$ cat config.mk
export PLATFORM = sky130hd
export DESIGN_NAME = load_store_unit
export DESIGN_NICKNAME = d
export VERILOG_FILES = /design/src/rtl/load_store_unit.sv
export SDC_FILE = /design/constraint.sdc
export NUM_CORES = 1
export LEC_CHECK = 0
export BUFFER_PORTS_ARGS = -buffer_cell sky130_fd_sc_hd__buf_2
export CAP_MARGIN = 0
export CORE_MARGIN = 5
export CORE_UTILIZATION = 37
export CTS_CLUSTER_DIAMETER = 200
export DETAILED_ROUTE_END_ITERATION = 12
export PLACE_DENSITY = 0.71
export SLEW_MARGIN = 5
export SYNTH_ARGS = -nofsm -noshare
export SYNTH_HDL_FRONTEND = slang
export SYNTH_SLANG_ARGS = --single-unit
$ cat constraint.sdc
create_clock -name clock -period 2.65 [get_ports clock]
set_clock_uncertainty 0.2 [all_clocks]
set_input_delay 0.53 -clock clock [delete_from_list [all_inputs] [get_ports clock]]
set_output_delay 0.53 -clock clock [all_outputs]
set_load 0.02 [all_outputs]
$ cat src/rtl/load_store_unit.sv
// Memory stage of the 5-stage MIPS pipeline: runs loads/stores over a req/ack data-memory port,
// steers big-endian sub-word lanes, extends load data and forwards ALU results to writeback.
module load_store_unit #(
   parameter int unsigned TIMEOUT = 16
) (
   input  logic         clock,
   input  logic         reset_n,
   input  logic         in_valid,
   output logic         in_ready,
   input  logic         in_load,
   input  logic         in_store,
   input  logic [0:1]   in_size,
   input  logic         in_unsigned,
   input  logic [0:31]  in_addr,
   input  logic [0:31]  in_wdata,
   input  logic [0:31]  in_alu,
   input  logic [0:4]   in_rd,
   input  logic         in_we,
   output logic         mem_req,
   output logic         mem_wren,
   output logic [0:31]  mem_addr,
   output logic [0:3]   mem_be,
   output logic [0:31]  mem_wdata,
   input  logic [0:31]  mem_rdata,
   input  logic         mem_ack,
   output logic         wb_valid,
   output logic         wb_we,
   output logic [0:4]   wb_rd,
   output logic [0:31]  wb_data,
   output logic         exc,
   output logic [0:1]   exc_code,
   output logic [0:31]  exc_addr
);

   typedef enum logic {
      S_IDLE = 1'b0,
      S_WAIT = 1'b1
   } state_t;

   localparam logic [0:1] SZ_BYTE = 2'b00;
   localparam logic [0:1] SZ_HALF = 2'b01;
   localparam logic [0:1] SZ_WORD = 2'b10;
   localparam logic [0:1] SZ_ILL  = 2'b11;

   localparam logic [0:1] EXC_MISALIGN = 2'b01;
   localparam logic [0:1] EXC_TIMEOUT  = 2'b10;
   localparam logic [0:1] EXC_ILLEGAL  = 2'b11;

   localparam logic [7:0] LAST_WAIT = 8'(TIMEOUT - 1);

   state_t       state_q, state_d;
   logic [7:0]   cnt_q, cnt_d;
   logic         ld_q, ld_d;
   logic [0:1]   size_q, size_d;
   logic         uns_q, uns_d;
   logic         we_q, we_d;
   logic [0:4]   rd_q, rd_d;
   logic [0:31]  addr_q, addr_d;

   logic         mem_req_q, mem_req_d;
   logic         mem_wren_q, mem_wren_d;
   logic [0:31]  mem_addr_q, mem_addr_d;
   logic [0:3]   mem_be_q, mem_be_d;
   logic [0:31]  mem_wdata_q, mem_wdata_d;
   logic         wb_valid_q, wb_valid_d;
   logic         wb_we_q, wb_we_d;
   logic [0:4]   wb_rd_q, wb_rd_d;
   logic [0:31]  wb_data_q, wb_data_d;
   logic         exc_q, exc_d;
   logic [0:1]   exc_code_q, exc_code_d;
   logic [0:31]  exc_addr_q, exc_addr_d;

   logic         is_mem, is_illegal, is_misaligned;
   logic [0:3]   req_be;
   logic [0:31]  req_wdata;
   logic [0:31]  rd_shift, load_data;

   always_comb begin
      is_mem        = in_load | in_store;
      is_illegal    = (in_load & in_store) | (is_mem & (in_size == SZ_ILL));
      is_misaligned = is_mem & (((in_size == SZ_HALF) & in_addr[31]) |
                                ((in_size == SZ_WORD) & (in_addr[30:31] != 2'b00)));
   end

   // Lane 0 is the most significant byte, so shifting right walks toward higher byte offsets.
   always_comb begin
      case (in_size)
         SZ_BYTE: begin
            req_be    = 4'b1000 >> in_addr[30:31];
            req_wdata = {in_wdata[24:31], 24'h0} >> {in_addr[30:31], 3'b000};
         end
         SZ_HALF: begin
            req_be    = 4'b1100 >> in_addr[30:31];
            req_wdata = {in_wdata[16:31], 16'h0} >> {in_addr[30:31], 3'b000};
         end
         default: begin
            req_be    = 4'b1111;
            req_wdata = in_wdata;
         end
      endcase
   end

   always_comb begin
      rd_shift = mem_rdata << {addr_q[30:31], 3'b000};
      case (size_q)
         SZ_BYTE: load_data = {{24{rd_shift[0] & ~uns_q}}, rd_shift[0:7]};
         SZ_HALF: load_data = {{16{rd_shift[0] & ~uns_q}}, rd_shift[0:15]};
         default: load_data = rd_shift;
      endcase
   end

   always_comb begin
      // NOTE: every _d defaults to its _q (pulses to 0) before any branch, so no path can infer a latch.
      state_d     = state_q;
      cnt_d       = cnt_q;
      ld_d        = ld_q;
      size_d      = size_q;
      uns_d       = uns_q;
      we_d        = we_q;
      rd_d        = rd_q;
      addr_d      = addr_q;
      mem_req_d   = mem_req_q;
      mem_wren_d  = mem_wren_q;
      mem_addr_d  = mem_addr_q;
      mem_be_d    = mem_be_q;
      mem_wdata_d = mem_wdata_q;
      wb_valid_d  = 1'b0;
      wb_we_d     = wb_we_q;
      wb_rd_d     = wb_rd_q;
      wb_data_d   = wb_data_q;
      exc_d       = 1'b0;
      exc_code_d  = exc_code_q;
      exc_addr_d  = exc_addr_q;

      case (state_q)
         S_IDLE: begin
            if (in_valid) begin
               if (is_illegal || is_misaligned) begin
                  wb_valid_d = 1'b1;
                  wb_we_d    = 1'b0;
                  wb_rd_d    = in_rd;
                  exc_d      = 1'b1;
                  exc_code_d = is_illegal ? EXC_ILLEGAL : EXC_MISALIGN;
                  exc_addr_d = in_addr;
               end else if (!is_mem) begin
                  wb_valid_d = 1'b1;
                  wb_we_d    = in_we;
                  wb_rd_d    = in_rd;
                  wb_data_d  = in_alu;
               end else begin
                  state_d     = S_WAIT;
                  cnt_d       = 8'd0;
                  ld_d        = in_load;
                  size_d      = in_size;
                  uns_d       = in_unsigned;
                  we_d        = in_we;
                  rd_d        = in_rd;
                  addr_d      = in_addr;
                  mem_req_d   = 1'b1;
                  mem_wren_d  = in_store;
                  mem_addr_d  = {in_addr[0:29], 2'b00};
                  mem_be_d    = req_be;
                  mem_wdata_d = in_store ? req_wdata : 32'h0;
               end
            end
         end

         S_WAIT: begin
            // An ack in the final counted cycle takes priority over the timeout.
            if (mem_ack) begin
               state_d    = S_IDLE;
               mem_req_d  = 1'b0;
               mem_wren_d = 1'b0;
               wb_valid_d = 1'b1;
               wb_rd_d    = rd_q;
               wb_we_d    = ld_q & we_q;
               if (ld_q) begin
                  wb_data_d = load_data;
               end
            end else if (cnt_q == LAST_WAIT) begin
               state_d    = S_IDLE;
               mem_req_d  = 1'b0;
               mem_wren_d = 1'b0;
               wb_valid_d = 1'b1;
               wb_we_d    = 1'b0;
               wb_rd_d    = rd_q;
               exc_d      = 1'b1;
               exc_code_d = EXC_TIMEOUT;
               exc_addr_d = addr_q;
            end else begin
               cnt_d = cnt_q + 8'd1;
            end
         end

         default: state_d = S_IDLE;
      endcase
   end

   // NOTE: sequential state uses non-blocking assignments so all flops update from pre-edge values.
   always_ff @(posedge clock or negedge reset_n) begin
      if (!reset_n) begin
         state_q     <= S_IDLE;
         cnt_q       <= 8'd0;
         ld_q        <= 1'b0;
         size_q      <= 2'b00;
         uns_q       <= 1'b0;
         we_q        <= 1'b0;
         rd_q        <= 5'd0;
         addr_q      <= 32'h0;
         mem_req_q   <= 1'b0;
         mem_wren_q  <= 1'b0;
         mem_addr_q  <= 32'h0;
         mem_be_q    <= 4'b0000;
         mem_wdata_q <= 32'h0;
         wb_valid_q  <= 1'b0;
         wb_we_q     <= 1'b0;
         wb_rd_q     <= 5'd0;
         wb_data_q   <= 32'h0;
         exc_q       <= 1'b0;
         exc_code_q  <= 2'b00;
         exc_addr_q  <= 32'h0;
      end else begin
         state_q     <= state_d;
         cnt_q       <= cnt_d;
         ld_q        <= ld_d;
         size_q      <= size_d;
         uns_q       <= uns_d;
         we_q        <= we_d;
         rd_q        <= rd_d;
         addr_q      <= addr_d;
         mem_req_q   <= mem_req_d;
         mem_wren_q  <= mem_wren_d;
         mem_addr_q  <= mem_addr_d;
         mem_be_q    <= mem_be_d;
         mem_wdata_q <= mem_wdata_d;
         wb_valid_q  <= wb_valid_d;
         wb_we_q     <= wb_we_d;
         wb_rd_q     <= wb_rd_d;
         wb_data_q   <= wb_data_d;
         exc_q       <= exc_d;
         exc_code_q  <= exc_code_d;
         exc_addr_q  <= exc_addr_d;
      end
   end

   assign in_ready  = (state_q == S_IDLE);
   assign mem_req   = mem_req_q;
   assign mem_wren  = mem_wren_q;
   assign mem_addr  = mem_addr_q;
   assign mem_be    = mem_be_q;
   assign mem_wdata = mem_wdata_q;
   assign wb_valid  = wb_valid_q;
   assign wb_we     = wb_we_q;
   assign wb_rd     = wb_rd_q;
   assign wb_data   = wb_data_q;
   assign exc       = exc_q;
   assign exc_code  = exc_code_q;
   assign exc_addr  = exc_addr_q;

endmodule

==> qor.yml <==
drtPass1Iterations: 5
synth-async-reset-ratio_pct: 100.0
synth_area_um2: 8852
cp-end-kind: "flop"
power_density_nw_per_um2: 904.0
antenna_left: 0
avgSynthCellArea_um2: 9.570
cts_tree: "yes"
hp-start: "in_unsigned"
min_path_cells: 3
leakagePower_nw: 5.439
drt_iter0_markers: 759
die_h_um: 164.7
drive_gt1_share_pct: 38.40
io_pins: 288
synthTopCellsByCount: "nand2_1, dfrtp_1, nor2_1"
antenna_found_initial: 3
final_max_slew_viol_count: 0
grt_max_degree: 66
vias_per_cell: 5.279
crit_type: "flop to flop"
cts_max_level: 4
cts_root_buf: "clkbuf_16"
via_count: 7908
yosysWarningCount: 0
nFillCells: 2275
holdPathEnd: "uns_q"
synth_area_leader_cell: "dfrtp_1"
gr-total-overflow: 0
cp.depth: 6
cts-hold-fix-buffers: 1
grt_pass1_vias: 7689
netlist-cell-type-count: 54
crit_arrival_ns: 2.44
clk_pin_slew_worst_paths_ns: 0.07
seq_area_um2: 4080
routed_wl_um: 27240
core-area_um2: 23540
final.setup.tns_ns: 0
grt_usage_pct: 19.61
dp_hpwl_um: 20260
finalNetCount: 1308
seq_area_frac_synth_pct: 46.08
crit_chain: "buf_4 -> nor2b_1 -> nand3_1 -> o21ai_4 -> buf_12 -> mux2_2"
r2r_end: "exc_addr[16]"
maxCapViolations: 0
synth_edf_count: 0
cts_repair_resize_count: 0
instances_no_fill: 1498
wire_per_inst_um: 18.18
rsz0062_at_grt: "no"
start_util_pct: 37.60
ir_worst_vdd_mv: 0.4952
r2r_start: "state_q"
core.rowCount: 56
post_cts_buffers: 0
clk_latency_ns: 0.42
critPathSlowestCell: "dfrtp_2"
yosysTopAreaCellShare_pct: 46.08
io_buffers: 285
p_total_mw: 10.07
r2r_cells: 6
path_buf_inv: 2
status: "completed"
globalplace.congestion: 0.9484
synth_area_leaders: "dfrtp_1, mux2_2, nand2_1"
die_w_um: 164.7
areaGrowthSynthToFinish_pct: 25.78
netlist_instances: 925
path_delay_family: "simple AND/OR/NAND/NOR gates"
placedCellCount: 1463
slew_headroom_pct: 51.73
die-area_um2: 27120
cts.sinks: 163
cp.required_ns: 2.75
ys_ff_latch: 163
clk_path_buf_depth: 2
synth.most_common_cell: "nand2_1"
fmax_mhz: 425.8
cp-start-kind: "flop"
reg2reg_setup_slack_ns: 0.30
worst_pin_slew_ns: 0.7215
max_stage_delay_ns: 0.39
path_max_fanout: 33
multi_input_area_um2: 4235
grt_first_pass_wirelength_um: 42110
period_needed_ns: 2.348
setup_violations: 0
numCtsBuffers: 17
min_path_type: "primary input to flop"
ys.flop_type: "dfrtp_1"
hold_viol_final: 0
finalCritPeriodShare_pct: 88.62
drc: 0
[stage by stage]
stage | setup WS [ns] | area, um2 | utilization (%) | hold slack (ns)
finish | 0.3016 | 11130 | 47.29 | 0.1043
global route | 0.1714 | 11130 | 47.29 | 0.09456
CTS | 0.2541 | 11130 | 47.27 | 0.08543
detailed placement | 0.2429 | 10510 | 44.64 | 0.2604
global placement | 0.2625 | 10510 | 44.64 | 0.2542
floorplan | 0.4469 | 8856 | - | 0.03441
[cell usage in the layout (no fill, tap or decap), types with 4 or more instances in the layout]
cell / n
inv_6: 5
o31ai_1: 9
xor2_1: 5
buf_2: 284
mux2i_1: 32
buf_12: 7
a21o_1: 10
inv_1: 6
a21oi_1: 28
nor2_1: 85
a221o_1: 7
nor2b_1: 6
clkinv_2: 4
nand3_1: 11
buf_4: 26
a221oi_1: 40
nand2b_1: 18
a22oi_1: 15
mux2_2: 82
nand2_1: 199
o21ai_0: 44
o41ai_2: 8
dfrtp_1: 162
clkbuf_16: 17
a222oi_1: 8
and3_1: 4
[how the worst max path moves through the flow]
stage,start,endpoint
detailed placement,in_addr[31],mem_wdata[15]
finish,state_q,exc_addr[16]
global route,state_q,exc_addr[16]
global placement,in_addr[31],cnt_q[4]
CTS,state_q,in_ready
floorplan,in_store,exc_addr[0]
[registers in the layout (all words and copies together), names as in the netlist]
register,cells
ld_q,1
mem_addr,1
cnt_q,8
wb_valid,1
rd_q,5
mem_wren,1
size_q,2
wb_rd,5
uns_q,1
mem_be,4
exc_addr,32
we_q,1
mem_req,1
mem_wdata,32
state_q,1
wb_data,32
wb_we,1
addr_q,31
exc,1
exc_code,2
[final cells by class]
class                   count  area share, %
clock inverters            14          1.539
inverters                   7         0.2360
diodes                      2        0.04495
repair buffers            319          15.97
well taps                 319          3.585
clock buffers              18          3.944
flip-flops and latches    163          36.64
multi-input cells         656          38.04
[worst min-delay path, stage by stage]
cell     delay [ns]
buf_2          0.08
nand2_1        0.04
nand2_1        0.04
[where the power goes]
group / internal [mW] / switching, mW / leakage, nW / total, mW
Combinational: 1.49 / 2.29 / 3.13 / 3.77
Clock: 1.52 / 1.06 / 0.306 / 2.58
Sequential: 3.22 / 0.491 / 2.00 / 3.71
[logic make-up (layout without fill, tap and decap cells)]
kind of cell / count (synthesis) / in the layout / share of synthesized area, %
other cells: 1 / 4 / 0.04236
flops: 163 / 163 / 46.08
mux: 115 / 115 / 14.30
buf+inv: 107 / 358 / 6.474
xor+xnor: 8 / 8 / 0.7916
fa+ha+maj: 1 / 1 / 0.1413
simple gates: 341 / 341 / 16.31
compound gates: 189 / 189 / 15.86
[per-layer routing]
layer | vias to the layer above | GRT usage, % | share of wire [%]
met2 | 333 | 31.55 | 47
met5 | - | 0 | 0.048
met1 | 3794 | 25.65 | 43
met4 | 2 | 6.692 | 2.5
li1 | 3729 | - | -
met3 | 50 | 5.291 | 7.8
Note: power is estimated with default switching activity, not from simulation.
